**src/rtl/mul4_rr_sched.sv**
```systemverilog
// -----------------------------------------------------------------------------
// mul4_rr_sched
//   Round-robin scheduler sharing one pipelined 4-operand multiplier among
//   N_REQ requesters. It grants one valid request per cycle and registers the
//   winner's operands into the multiplier. Each issued requester id rides a tag
//   pipe matched to the multiplier latency. When the tag reaches the end of the
//   pipe, the multiplier result is routed back to that requester.
//
//   Optional feature macro: MUL4_SCHED_PRIO_EN
//     defined   : requester 0 has strict priority and does not move the pointer;
//                 requesters 1..N_REQ-1 round-robin among themselves.
//     undefined : pure round-robin across all requesters.
//
// Ports
//   clk, rst_n        clock, asynchronous active-low reset
//   en                scheduler enable
//   drain_req         stop granting, let in-flight ops finish, return to IDLE
//   req_valid         per-requester request
//   req_ready         one-hot grant (combinational, RUN state only)
//   req_a..req_d      flattened operands, requester i at [i*DW +: DW]
//   mul_a..mul_d      registered operands to the shared multiplier
//   mul_result        multiplier output, valid MUL_LAT edges after operands
//   rsp_valid         one-hot 1-cycle result strobe
//   rsp_id, rsp_data  id and registered result of the current response
//   busy              op in flight or scheduler not IDLE
//   drain_done        1-cycle pulse on DRAIN -> IDLE
// -----------------------------------------------------------------------------
module mul4_rr_sched #(
    parameter int N_REQ   = 4,
    parameter int DW      = 10,
    parameter int RW      = 40,
    parameter int MUL_LAT = 4,
    parameter int IDW     = 2
) (
    input  logic                  clk,
    input  logic                  rst_n,
    input  logic                  en,
    input  logic                  drain_req,
    input  logic [N_REQ-1:0]      req_valid,
    output logic [N_REQ-1:0]      req_ready,
    input  logic [N_REQ*DW-1:0]   req_a,
    input  logic [N_REQ*DW-1:0]   req_b,
    input  logic [N_REQ*DW-1:0]   req_c,
    input  logic [N_REQ*DW-1:0]   req_d,
    output logic [DW-1:0]         mul_a,
    output logic [DW-1:0]         mul_b,
    output logic [DW-1:0]         mul_c,
    output logic [DW-1:0]         mul_d,
    input  logic [RW-1:0]         mul_result,
    output logic [N_REQ-1:0]      rsp_valid,
    output logic [IDW-1:0]        rsp_id,
    output logic [RW-1:0]         rsp_data,
    output logic                  busy,
    output logic                  drain_done
);

    localparam logic [1:0] ST_IDLE  = 2'd0;
    localparam logic [1:0] ST_RUN   = 2'd1;
    localparam logic [1:0] ST_DRAIN = 2'd2;

    logic [1:0]       r_state;
    logic [IDW-1:0]   r_ptr;
    logic [MUL_LAT:0] r_tag_vld;
    logic [IDW-1:0]   r_tag_id [MUL_LAT+1];
    logic [DW-1:0]    r_mul_a, r_mul_b, r_mul_c, r_mul_d;
    logic [N_REQ-1:0] r_rsp_valid;
    logic [IDW-1:0]   r_rsp_id;
    logic [RW-1:0]    r_rsp_data;
    logic             r_drain_done;

    logic [N_REQ-1:0] w_cand;
    logic [N_REQ-1:0] w_grant;
    logic [IDW-1:0]   w_gnt_id;
    logic             w_found;
    logic             w_ptr_upd;
    logic [DW-1:0]    w_op_a, w_op_b, w_op_c, w_op_d;
    logic [N_REQ-1:0] w_rsp_oh;

    // Arbitration: walk offsets 1..N_REQ from the pointer so the last winner
    // is considered last; the first valid candidate wins.
    always_comb begin
        int unsigned pos;
        pos      = 0;
        w_grant  = '0;
        w_gnt_id = '0;
        w_found  = 1'b0;
        w_cand   = (r_state == ST_RUN) ? req_valid : '0;
`ifdef MUL4_SCHED_PRIO_EN
        if (w_cand[0]) begin
            w_grant[0] = 1'b1;
            w_found    = 1'b1;
        end
`endif
        for (int unsigned off = 1; off <= N_REQ; off++) begin
            pos = 32'(r_ptr) + off;
            if (pos >= N_REQ) pos = pos - N_REQ;
            for (int unsigned i = 0; i < N_REQ; i++) begin
                if (!w_found && pos == i && w_cand[i]) begin
                    w_found    = 1'b1;
                    w_grant[i] = 1'b1;
                    w_gnt_id   = IDW'(i);
                end
            end
        end
    end

`ifdef MUL4_SCHED_PRIO_EN
    // Priority grants to requester 0 leave the rotation of the others untouched.
    assign w_ptr_upd = w_found & ~w_grant[0];
`else
    assign w_ptr_upd = w_found;
`endif

    always_comb begin
        w_op_a = '0;
        w_op_b = '0;
        w_op_c = '0;
        w_op_d = '0;
        for (int unsigned i = 0; i < N_REQ; i++) begin
            if (w_grant[i]) begin
                w_op_a = req_a[i*DW +: DW];
                w_op_b = req_b[i*DW +: DW];
                w_op_c = req_c[i*DW +: DW];
                w_op_d = req_d[i*DW +: DW];
            end
        end
    end

    always_comb begin
        w_rsp_oh = '0;
        for (int unsigned i = 0; i < N_REQ; i++) begin
            if (r_tag_id[MUL_LAT] == IDW'(i)) w_rsp_oh[i] = 1'b1;
        end
    end

    always_ff @(posedge clk or negedge rst_n) begin
        if (!rst_n) begin
            r_state      <= ST_IDLE;
            r_ptr        <= IDW'(N_REQ - 1);
            r_tag_vld    <= '0;
            for (int unsigned i = 0; i <= MUL_LAT; i++) r_tag_id[i] <= '0;
            r_mul_a      <= '0;
            r_mul_b      <= '0;
            r_mul_c      <= '0;
            r_mul_d      <= '0;
            r_rsp_valid  <= '0;
            r_rsp_id     <= '0;
            r_rsp_data   <= '0;
            r_drain_done <= 1'b0;
        end else begin
            r_drain_done <= 1'b0;
            case (r_state)
                ST_IDLE:  if (en && !drain_req) r_state <= ST_RUN;
                ST_RUN:   if (drain_req || !en) r_state <= ST_DRAIN;
                ST_DRAIN: begin
                    // Tag at the last stage has been handed to the response
                    // stage once it leaves the pipe, so an empty pipe is enough.
                    if (!(|r_tag_vld)) begin
                        r_state      <= ST_IDLE;
                        r_drain_done <= 1'b1;
                    end
                end
                default:  r_state <= ST_IDLE;
            endcase

            if (w_found) begin
                r_mul_a <= w_op_a;
                r_mul_b <= w_op_b;
                r_mul_c <= w_op_c;
                r_mul_d <= w_op_d;
            end
            if (w_ptr_upd) r_ptr <= w_gnt_id;

            // The multiplier never stalls, so the tag pipe shifts every cycle.
            r_tag_vld   <= {r_tag_vld[MUL_LAT-1:0], w_found};
            r_tag_id[0] <= w_gnt_id;
            for (int unsigned i = 1; i <= MUL_LAT; i++) r_tag_id[i] <= r_tag_id[i-1];

            if (r_tag_vld[MUL_LAT]) begin
                r_rsp_valid <= w_rsp_oh;
                r_rsp_id    <= r_tag_id[MUL_LAT];
                r_rsp_data  <= mul_result;
            end else begin
                r_rsp_valid <= '0;
            end
        end
    end

    assign req_ready  = w_grant;
    assign mul_a      = r_mul_a;
    assign mul_b      = r_mul_b;
    assign mul_c      = r_mul_c;
    assign mul_d      = r_mul_d;
    assign rsp_valid  = r_rsp_valid;
    assign rsp_id     = r_rsp_id;
    assign rsp_data   = r_rsp_data;
    assign busy       = (r_state != ST_IDLE) || (|r_tag_vld);
    assign drain_done = r_drain_done;

endmodule

```
**config.mk**
```make
export PLATFORM = sky130hd
export DESIGN_NAME = mul4_rr_sched
export DESIGN_NICKNAME = d
export VERILOG_FILES = /design/src/rtl/mul4_rr_sched.sv
export SDC_FILE = /design/constraint.sdc
export NUM_CORES = 1
export LEC_CHECK = 0
export ABC_AREA = 1
export ABC_CLOCK_PERIOD_IN_PS = 3400
export CAP_MARGIN = 20
export CORE_MARGIN = 2
export CORE_UTILIZATION = 39
export CTS_CLUSTER_DIAMETER = 60
export DETAILED_ROUTE_END_ITERATION = 10
export PLACE_DENSITY_LB_ADDON = 0.08
export SETUP_SLACK_MARGIN = 0.3
export SYNTH_ARGS = -nofsm -noshare
export SYNTH_HDL_FRONTEND = slang
export SYNTH_SLANG_ARGS = --single-unit
export TNS_END_PERCENT = 5
```
**constraint.sdc**
```tcl
create_clock -name clk -period 3.4 [get_ports clk]
set_clock_uncertainty 0.15 [all_clocks]
set_input_delay 0.68 -clock clk [delete_from_list [all_inputs] [get_ports clk]]
set_output_delay 0.68 -clock clk [all_outputs]
set_load 0.03 [all_outputs]
```
==> flow_summary.json <==
{
  "synth_edf_count": 0,
  "synth_seq_area_share": 0.495,
  "syn2layout_area_growth_pct": 69.6,
  "initial_core_util": 0.402,
  "relSlewSlack": 0.547,
  "grt_max_degree": 56,
  "drtPass1Iterations": 5,
  "cts_tree": "done",
  "fin_crit_sh": 0.957,
  "grt_pass1_wl_mm": 29.0,
  "dp_slack_ns": 0.0145,
  "vias_per_cell": 4.66,
  "syn-num-nets": 939,
  "ir_worst_vdd_mv": 0.402,
  "pin_count": 300,
  "finalSetupTns_ns": 0,
  "use_met1": 0.298,
  "grt.total_usage": 0.255,
  "grt-ovfl-total": 0,
  "ant_nets": 0,
  "final_max_slew_viol_count": 0,
  "max-cap-violations": 0,
  "h-tree-depth": 3,
  "hold_viol": 0,
  "fillCellCount": 1187,
  "synth-async-reset-ratio": 1.00,
  "antenna_found_initial": 0,
  "crit_type": "reg2out",
  "antenna_cells": 0,
  "wl_per_cell_um": 15.0,
  "fin_util": 0.681,
  "vias": 5736,
  "crit_fanout": 5,
  "synth_cells": 731,
  "met3_usage": 0.0733,
  "rsz0062_at_grt": "true",
  "num_rows": 42,
  "drive_gt1_frac": 0.0929,
  "cts_sinks": 106,
  "clkLatencyLatePin_ns": 0.35,
  "synth_warnings": 0,
  "drc_errors": 0,
  "critPathRequiredTime_ns": 2.57,
  "cts_made_buffers": 9,
  "die-area_um2": 14700,
  "clockRootBuffer": "clkbuf_16",
  "nNetsFinal": 1258,
  "multi_input_area_um2": 2320,
  "drt_iter0_markers": 258,
  "synth-seq-cells": 106,
  "die_w_um": 121,
  "top_usage_layer": "met2",
  "cp_data_arrival_time_ns": 2.43,
  "power_density_nw_per_um2": 798,
  "place_inst": 1193,
  "cellLeakagePower_nw": 4.51,
  "regArea_um2": 2660,
  "min_period_ns": 3.26,
  "routabilityCongestion": 0.848,
  "grt_pass1_vias": 5812,
  "avgSynthCellArea_um2": 7.34,
  "core_um2": 13300,
  "fp.dieH_um": 121,
  "hpwl_mm": 13.2,
  "synth_cell_types": 31,
  "synthFlopType": "dfrtp_1",
  "end_kind": "output pin",
  "max_freq_mhz": 307,
  "syn_area_um2": 5360,
  "worstSetupStartpointType": "flip-flop",
  "hold_path.class": "reg2reg",
  "fin_cells": 1231,
  "met2_usage": 0.443,
  "finalWirelength_mm": 18.5,
  "holdBufCountCts": 0,
  "worst_slew_pin_slew_ns": 0.680,
  "cts_max_path_buffers": 2,
  "status": "completed",
  "finalSetupViolations": 0,
  "io_buffers": 299,
  "setup_ws_ns": 0.145,
  "holdWs_ns": 0.204,
  "clk_pin_slew_worst_paths_ns": 0.07
}
==> power by group <==
| group | internal [mW] | total (mW) | switching (mW) |
|---|---|---|---|
| Combinational | 1.69 | 4.08 | 2.39 |
| Sequential | 1.86 | 2.18 | 0.317 |
| Clock | 0.522 | 1.00 | 0.478 |
==> timing repair <==
action,CTS,global route
setup endpoints to repair,4,4
pin swaps,15,10
gates resized for setup,18,2
buffers inserted,19,3
==> routing by layer <==
layer,share of wire,routed length [um]
met3,0.099,1830
met5,0,0
met1,0.39,7230
met4,0.024,443
met2,0.49,9020
==> cells by family after synthesis <==
group | count (synthesis) | share of synthesized area
AND/OR/NAND/NOR | 476 | 0.370
flip-flops | 106 | 0.495
buffers and inverters | 100 | 0.0817
AO/OA/AOI/OAI | 49 | 0.0534
==> metrics by stage <==
step           power, mW  area [um2]
5_1_grt             7.76        9100
2_1_floorplan       4.44        5360
6_report            7.26        9100
4_1_cts             7.30        9070
3_5_place_dp        6.17        8610
3_3_place_gp        6.11        8610
==> critical path, cell delays in order (launching register included) <==
cell	delay (ns)
dfstp_2	0.64
nor2_4	0.05
nand3_1	0.12
nand2_2	0.09
nor2_4	0.18
nand3_2	0.12
nor2_4	0.13
nand4_4	0.14
nor2_4	0.17
nand4_4	0.12
o21bai_4	0.15
buf_6	0.16
==> cell usage in the layout, fill, tap and decap left out, drive strengths merged <==
cell and count:
clkdlybuf4s50 290, dlygate4sd2 4, a31oi 1, buf 47
nand2 349, clkbuf 11, a21oi 42, o2111ai 1
nor3b 2, o21ai 2, o31ai 1, nand3 50
and2 1, dfstp 2, dfrtp 104, o21bai 2
or2 1, nand4 8, clkinv 4, nor3 5
nor2 60, inv 68
==> final timing paths <==
check,from,end,slack [ns],cells past startpoint
setup / recovery,r_ptr[1],req_ready[3],0.14,11
hold / removal,r_tag_id[7],r_tag_id[5],0.20,0
setup reg to reg,r_ptr[1],mul_a[8],0.43,16
hold reg to reg,r_tag_id[7],r_tag_id[5],0.20,0
max in group asynchronous,rst_n,r_ptr[0],2.10,2
min in group asynchronous,rst_n,rsp_data[22],0.21,1
==> state kept, by name (all words and copies together), names as in the netlist, 4 cells and up <==
name       flops
rsp_valid      4
r_tag_id      10
mul_d         10
r_tag_vld      5
mul_a         10
rsp_data      40
mul_c         10
mul_b         10
==> synthesized netlist by cell type, types with 2 or more instances <==
cell,number,area [um2]
nand3_2,2,20.0
nor2_1,53,199
nor2_4,3,33.8
nor3b_1,2,15.0
inv_1,64,240
clkbuf_1,13,48.8
nand4_2,2,25.0
buf_4,5,37.5
dfrtp_1,104,2600
a21oi_1,41,205
o21ai_0,2,10.0
inv_2,2,7.51
nor2_2,4,25.0
nand2_1,345,1290
dfstp_2,2,52.6
nand3_1,48,240
nand2_2,4,25.0
nand4_1,4,25.0
nor3_1,5,25.0
buf_2,11,55.1
nand4_4,2,42.5
buf_6,4,45.0
==> cell type report <==
class / instances / share of cell area
clock buffer: 11 / 0.0267
clock inverter: 5 / 0.00399
inverter: 67 / 0.0276
multi-input combinational: 525 / 0.255
sequential: 106 / 0.292
tap: 176 / 0.0242
timing repair buffer: 341 / 0.371
Power figures use the tool's default switching activity.
